===== src/rtl/imem_loader_if.sv =====
// rtl/imem_loader_if.sv - byte stream in, instruction memory write port out
interface imem_loader_if;
  logic        byte_valid;
  logic [7:0]  byte_data;
  logic        byte_ready;
  logic        mem_we;
  logic [31:0] mem_addr;
  logic [31:0] mem_wdata;

  // master is the loader side, slave is the byte source / memory side
  modport master (
    input  byte_valid, byte_data,
    output byte_ready, mem_we, mem_addr, mem_wdata
  );
  modport slave (
    output byte_valid, byte_data,
    input  byte_ready, mem_we, mem_addr, mem_wdata
  );
endinterface


===== src/rtl/imem_loader.sv =====
// rtl/imem_loader.sv - assembles little-endian bytes into words and writes instruction memory
module imem_loader #(
  parameter int MEM_BYTES = 32
) (
  input  logic         clk,
  input  logic         reset,
  input  logic         start,
  input  logic [7:0]   num_words,
  input  logic         abort,
  imem_loader_if.master bus,
  output logic         cpu_hold,
  output logic         busy,
  output logic         done,
  output logic         err
);

  localparam int MAX_WORDS = MEM_BYTES / 4;

  typedef enum logic [1:0] {IDLE, RECV, WRITE, DONE} state_t;

  state_t      state, state_nxt;
  logic [7:0]  nw_q;
  logic [7:0]  word_idx;
  logic [1:0]  byte_cnt;
  logic [31:0] word_buf;
  logic        err_q;
  logic        num_ok;
  logic        last_word;

  assign num_ok    = (num_words != 8'd0) && ({24'd0, num_words} <= 32'(MAX_WORDS));
  assign last_word = (word_idx == nw_q - 8'd1);

  always_ff @(posedge clk or negedge reset) begin
    if (!reset) state <= IDLE;
    else        state <= state_nxt;
  end

  always_comb begin
    state_nxt = state;
    case (state)
      IDLE:  if (start && num_ok) state_nxt = RECV;
      RECV: begin
        if (abort)                                      state_nxt = IDLE;
        else if (bus.byte_valid && byte_cnt == 2'd3)    state_nxt = WRITE;
      end
      WRITE: begin
        if (abort)          state_nxt = IDLE;
        else if (last_word) state_nxt = DONE;
        else                state_nxt = RECV;
      end
      DONE:    state_nxt = IDLE;
      default: state_nxt = IDLE;
    endcase
  end

  // abort suppresses the write strobe combinationally in the same cycle
  always_comb begin
    bus.byte_ready = (state == RECV);
    bus.mem_we     = (state == WRITE) && !abort;
    busy           = (state == RECV) || (state == WRITE);
    cpu_hold       = (state != IDLE);
    done           = (state == DONE);
  end

  assign bus.mem_addr  = {22'd0, word_idx, 2'b00};
  assign bus.mem_wdata = word_buf;
  assign err           = err_q;

  always_ff @(posedge clk or negedge reset) begin
    if (!reset) begin
      nw_q     <= 8'd0;
      word_idx <= 8'd0;
      byte_cnt <= 2'd0;
      word_buf <= 32'd0;
      err_q    <= 1'b0;
    end else begin
      case (state)
        IDLE: begin
          if (start) begin
            if (num_ok) begin
              err_q    <= 1'b0;
              nw_q     <= num_words;
              word_idx <= 8'd0;
              byte_cnt <= 2'd0;
            end else begin
              err_q <= 1'b1;
            end
          end
        end
        RECV: begin
          if (abort) begin
            err_q <= 1'b1;
          end else if (bus.byte_valid) begin
            word_buf[{byte_cnt, 3'b000} +: 8] <= bus.byte_data;
            byte_cnt <= byte_cnt + 2'd1;
          end
        end
        WRITE: begin
          if (abort) begin
            err_q <= 1'b1;
          end else if (!last_word) begin
            word_idx <= word_idx + 8'd1;
            byte_cnt <= 2'd0;
          end
        end
        default: ;
      endcase
    end
  end

endmodule

===== src/flat_wrapper.sv =====
// flat-port wrapper written by rule: the top's interface ports become plain ports
module imem_loader_flat 
#(
  parameter int MEM_BYTES = 32
)
  (clk, reset, start, num_words, abort, cpu_hold, busy, done, err, bus_byte_valid, bus_byte_data, bus_byte_ready, bus_mem_we, bus_mem_addr, bus_mem_wdata);
  imem_loader_if bus_i ();
  input  logic clk;
  input  logic reset;
  input  logic start;
  input  logic [7:0] num_words;
  input  logic abort;
  output logic cpu_hold;
  output logic busy;
  output logic done;
  output logic err;
  input wire logic [$bits(bus_i.byte_valid)-1:0] bus_byte_valid;
  input wire logic [$bits(bus_i.byte_data)-1:0] bus_byte_data;
  output wire logic [$bits(bus_i.byte_ready)-1:0] bus_byte_ready;
  output wire logic [$bits(bus_i.mem_we)-1:0] bus_mem_we;
  output wire logic [$bits(bus_i.mem_addr)-1:0] bus_mem_addr;
  output wire logic [$bits(bus_i.mem_wdata)-1:0] bus_mem_wdata;
  assign bus_i.byte_valid = bus_byte_valid;
  assign bus_i.byte_data = bus_byte_data;
  assign bus_byte_ready = bus_i.byte_ready;
  assign bus_mem_we = bus_i.mem_we;
  assign bus_mem_addr = bus_i.mem_addr;
  assign bus_mem_wdata = bus_i.mem_wdata;
  imem_loader #(.MEM_BYTES(MEM_BYTES)) u_core (.clk(clk), .reset(reset), .start(start), .num_words(num_words), .abort(abort), .bus(bus_i), .cpu_hold(cpu_hold), .busy(busy), .done(done), .err(err));
endmodule

===== config.mk =====
export PLATFORM = sky130hd
export DESIGN_NAME = imem_loader_flat
export DESIGN_NICKNAME = d
export VERILOG_FILES = /design/src/rtl/imem_loader_if.sv /design/src/rtl/imem_loader.sv /design/src/flat_wrapper.sv
export SDC_FILE = /design/constraint.sdc
export NUM_CORES = 1
export LEC_CHECK = 0
export ABC_AREA = 1
export CORE_ASPECT_RATIO = 0.9
export CORE_MARGIN = 1.5
export CORE_UTILIZATION = 34
export DETAILED_ROUTE_END_ITERATION = 8
export GPL_TIMING_DRIVEN = 0
export PLACE_DENSITY = 0.62
export SKIP_CTS_REPAIR_TIMING = 1
export SYNTH_ARGS = -nofsm -noshare
export SYNTH_HDL_FRONTEND = slang
export SYNTH_SLANG_ARGS = --single-unit
export TNS_END_PERCENT = 50

===== constraint.sdc =====
create_clock -name clk -period 2.2 [get_ports clk]
set_input_delay 0.44 -clock clk [delete_from_list [all_inputs] [get_ports clk]]
set_output_delay 0.44 -clock clk [all_outputs]
set_load 0.01 [all_outputs]

Word level (Yosys, flattened, before mapping)
Index checks and enable logic that the tools add are counted.
- bits of input ports: 21
- logic and storage cells: 70
- flip-flop bits (word level): 53
- output and inout bits: 70
- reductions and logical operators: 19
- add/sub/neg operators: 4
- shift-type cells: 2
- eq/ne operators: 14
- magnitude comparators: 1
- bitwise operators: 1
- multiplexer cells: 23
- operator list (operator ; number):
    $bwmux 32 ; 1
    $mux 8 ; 4
    $shift 8x7->32 const A ; 1
    $shiftx 8x7->32 ; 1
    $mux 2 ; 11
    $pmux 8 s2 ; 1
    $ne 2x2->1 const B ; 5
    $reduce_and 3->1 ; 3
    $add 8x1->8 const B ; 1
    $eq 8x8->1 ; 1
    $le 8x4->1 const B ; 1
    $pmux 2 s4 ; 1
    $reduce_bool 8->1 ; 1
    $sub 8x1->8 const B ; 1
    $neg 5->7 ; 1
    $reduce_and 7->1 ; 1
    $eq 2x2->1 const B ; 3
    $ne 2x1->1 const B ; 3
    $pmux 2 s3 ; 1
    $reduce_bool 2->1 ; 3
    $reduce_and 5->1 ; 1
    $logic_and 1x1->1 ; 4
    $mux 1 ; 3
    $ne 3x2->1 const B ; 1
    10 further kinds ; 10

Logic depth before layout (Yosys ltp)
- depth after elaboration: 5
- depth in mapped cells: 16
- depth with buffers taken out: 16

Worst setup path before layout
No wires, ideal clock.
- path type: reg-to-reg
- from: register u_core.byte_cnt[0]
- to: register u_core.word_buf[0], in the netlist u_core.bus.mem_wdata[0]
- path slack: 290 ps
- stages on the path, launching flop included: 7
- setup time: 66 ps
- clock period less this slack: 1910 ps
- buffers on the path: 1
- required time: 2134 ps
- arrival time: 1844 ps
- path through: dfrtp_1 > clkbuf_1 > inv_1 > ha_1 > nor3_1 > nand3_1 > nand2_1
- longest elaborated chain between the ends: 3
- elaborated cells between the ends (all ways): 4
- those cells by class: add/sub: 1; shift: 2; mux: 1
- ends and longest elaborated chain (what ; RTL line ; source):
    start: declaration ; imem_loader.sv:24 ; logic [1:0] byte_cnt;
    start signal: assignment ; imem_loader.sv:95 ; byte_cnt <= byte_cnt + 2'd1;
    $neg 5->7 (*) ; imem_loader.sv:94 ; word_buf[{byte_cnt, 3'b000} +: 8] <= bus.byte_data;
    $shiftx 8x7->32 or $shift 8x7->32 (tied branches) ; imem_loader.sv:94 ;
    $bwmux 32 (*) ; imem_loader.sv:94 ;
    end signal: indexed assignment ; imem_loader.sv:94 ;
    end: declaration ; imem_loader.sv:25 ; logic [31:0] word_buf;
Mark *: on every way between the ends. The rest lies on a longest branch, timed or not.
A chain may end at the register's enable or synchronous reset.

Worst setup path in the final report
- from: register u_core.byte_cnt[0]
- to: register u_core.word_buf[13], in the netlist u_core.bus.mem_wdata[13]
Same word-level chain as after synthesis.

==> impl_metrics.yaml <==
timing:
  grt_setup_unrepaired: "true"
  fmax_mhz: 467
  maxSlewViolCount: 0
  period_needed_ns: 2.14
  finalSetupTns_ns: 0
  finalSetupViolations: 0
  holdWs_ns: 0.113
  final-hold-violation-count: 0
  tightest_slew_ns: 0.727
  slew_headroom_pct: 51.2
  fin_crit_sh_pct: 97.3
  fin_worst_skew_ns: 0.00913
global_routing:
  track_usage_pct: 16.7
  grt_pass1_wl_mm: 12.7
  grt_pass1_vias: 2720
  overflow: 0
  grt_start_max_net_pins: 31
  antenna_found_initial: 0
cts:
  cts_made_buffers: 5
  root_buffer: "clkbuf_8"
  path_clk_slew_ns: 0.10
  clock_latency_ns: 0.31
  cts-htree-levels: 2
  cts_tree: "done"
  clock_path_buffers: 2
  cts.sinks: 53
final_layout:
  postLayoutCellArea_um2: 4100
  diodes: 0
  nFillCells: 869
  layout-drive-gt1-share_pct: 13.1
  final_core_util_pct: 47.4
  area_growth_pct: 34.6
  finalNetCount: 512
floorplan:
  start_util_pct: 35.2
  die_area_um2: 9530
  dieHeight_um: 92.8
  core_area_um2: 8650
  fp.dieW_um: 103
  row_count: 32
  io_pins: 91
placed_design:
  hpwl_mm: 5.78
  placed_area_um2: 3950
  globalplace.congestion: 0.816
  port_buffers: 66
yosys:
  yosysTopAreaCellShare_pct: 43.6
  yosysTopAreaCell: "dfrtp_1"
  yosysMostFrequentCell: "nand2_1"
  syn-cell-area_um2: 3040
  yosys-top-cells-count: "84 x nand2_1, 53 x dfrtp_1, 46 x o21ai_0"
  postSynthCellCount: 383
  avgSynthCellArea_um2: 7.94
  ys_types: 31
  ys_ff_latch: 53
  synth_edf_count: 0
  synth_seq_area_share_pct: 43.6
  synth-main-ff-cell: "dfrtp_1"
  ys_warn_count: 0
  synth_area_leaders: "dfrtp_1 44%, nand2_1 10%, o21ai_0 7.6%, buf_4 5.9%, nand3_1 5.8%"
  synth_async_sr_flop_share_pct: 100
worst_setup_path:
  path_class: "flip-flop to flip-flop"
  cp-end-kind: "flip-flop"
  start_kind: "flip-flop"
  crit_path_cell_trace: "clkbuf_2 -> inv_1 -> ha_1 -> clkinv_1 -> clkbuf_1 -> nand3_1 -> o41ai_1"
  arrival_ns: 2.34
  cp_slowest_cell: "dfrtp_1"
  crit_path_max_incr_delay_ns: 0.46
  worstPathRequired_ns: 2.40
  cp_max_fo: 10
pwr:
  p_leak_nw: 1.97
  power.total_mw: 3.94
  ir_drop_mv: 0.398
  power_density_nw_per_um2: 961
routing:
  drt_iter0_drc: 86
  wire_per_inst_um: 12.5
  vias: 2775
  drtPass1Iterations: 5
  viasPerCell: 4.63
  drc: 0
  ant_nets: 0
  totalWireLength_mm: 7.51
flow_run:
  cap_violations: 0
worst_hold_path:
  hold_class: "input port to async pin"
outcome:
  outcome: "finished, final reports clean"
cells by family after synthesis:
| group | count (synthesis) | share of synthesized area [%] |
|---|---|---|
| adder cells (fa/ha/maj) | 11 | 4.52 |
| AO/OA/AOI/OAI | 65 | 12.1 |
| buffers and inverters | 67 | 11.3 |
| other | 1 | 0.123 |
| AND/OR/NAND/NOR | 180 | 26.6 |
| flip-flops | 53 | 43.6 |
| XOR/XNOR | 6 | 1.73 |
worst paths after layout:
kind	endpoint	start	slack [ns]	cells past startpoint
worst max register to register	u_core.bus.mem_wdata[13]	u_core.byte_cnt[0]	0.06	7
worst max-delay path	u_core.bus.mem_wdata[13]	u_core.byte_cnt[0]	0.06	7
max in group asynchronous	u_core.bus.mem_wdata[29]	reset	1.52	2
worst min-delay path	u_core.nw_q[1]	reset	0.11	1
min in group clk	u_core.err	u_core.err	0.51	2
worst min register to register	u_core.err	u_core.err	0.51	2
cell type report:
type,instances,area (µm²),share of cell area [%]
multi-input cells,286,1490,36.4
flip-flops and latches,53,1330,32.4
repair buffers,67,681,16.6
plain buffers,31,209,5.10
well taps,119,149,3.63
inverters,36,139,3.39
clock buffers,6,82.6,2.02
clock inverters,2,17.5,0.428
where the power goes:
| group | internal (mW) | switching, mW | total, mW |
|---|---|---|---|
| combinational | 0.758 | 1.18 | 1.94 |
| sequential | 1.21 | 0.191 | 1.40 |
| clock | 0.262 | 0.341 | 0.604 |
| total | 2.23 | 1.71 | 3.94 |
layer usage:
| layer | track usage [%] | vias to the layer above | routed length [µm] |
|---|---|---|---|
| met3 | 3.70 | 4 | 450 |
| met1 | 23.1 | 1269 | 3540 |
| li1 | - | 1417 | - |
| met4 | 3.42 | 0 | 35 |
| met5 | 0 | - | 0 |
| met2 | 26.7 | 85 | 3480 |
state kept, by name, indices dropped and copies added (netlist names):
register	flops
u_core.nw_q	8
u_core.bus.mem_wdata	32
u_core.byte_cnt	2
u_core.err	1
u_core.state	2
u_core.word_idx	8
stage by stage:
| step | worst slack, ns | instances |
|---|---|---|
| after global routing | -0.143 | 600 |
| after floorplan | 0.290 | 406 |
| after global placement | -0.961 | 591 |
| final | 0.0585 | 600 |
| after CTS | -0.396 | 600 |
| after detailed placement | -0.0957 | 592 |
cells in the final DEF, fill, tap and decap left out:
| cell | netlist | final |
|---|---|---|
| clkinv_1 | 2 | 1 |
| nor2_2 | 2 | 7 |
| buf_2 | 1 | 2 |
| inv_6 | 0 | 1 |
| o21ai_1 | 3 | 3 |
| a211oi_1 | 1 | 1 |
| o21ai_0 | 46 | 46 |
| dlymetal6s2s_1 | 0 | 2 |
| clkbuf_8 | 0 | 6 |
| inv_2 | 3 | 4 |
| inv_1 | 31 | 30 |
| dfrtp_1 | 53 | 53 |
| and3_1 | 1 | 1 |
| clkdlybuf4s50_1 | 0 | 63 |
| nor3_2 | 1 | 2 |
| clkbuf_2 | 0 | 1 |
| nand3b_1 | 1 | 1 |
| nor2_4 | 1 | 1 |
| nand2_2 | 5 | 6 |
| clkinv_4 | 0 | 1 |
| nand2_1 | 84 | 83 |
| conb_1 | 1 | 24 |
| buf_12 | 0 | 1 |
| nand3_1 | 35 | 35 |
| clkinvlp_4 | 0 | 1 |
| a31o_2 | 1 | 1 |
| nor3_1 | 5 | 4 |
| o41ai_1 | 8 | 8 |
| nand2_4 | 2 | 2 |
| o21ai_2 | 2 | 2 |
| clkbuf_1 | 6 | 5 |
| xor2_1 | 4 | 4 |
| ha_1 | 11 | 10 |
| nor2_1 | 31 | 26 |
| nor3b_1 | 2 | 2 |
| a21oi_1 | 4 | 4 |
| xnor2_1 | 2 | 2 |
| nand4_1 | 10 | 10 |
| buf_4 | 24 | 24 |
| ha_4 | 0 | 1 |
worst max-delay path: cells and delay by family (launching register included):
family	cells	cell delay [ns]
adder cells (fa/ha/maj)	1	0.22
buffers and inverters	4	0.82
AO/OA/AOI/OAI	1	0.35
flip-flops	1	0.46
AND/OR/NAND/NOR	1	0.18
No activity file was read; power rests on OpenSTA's default activity.
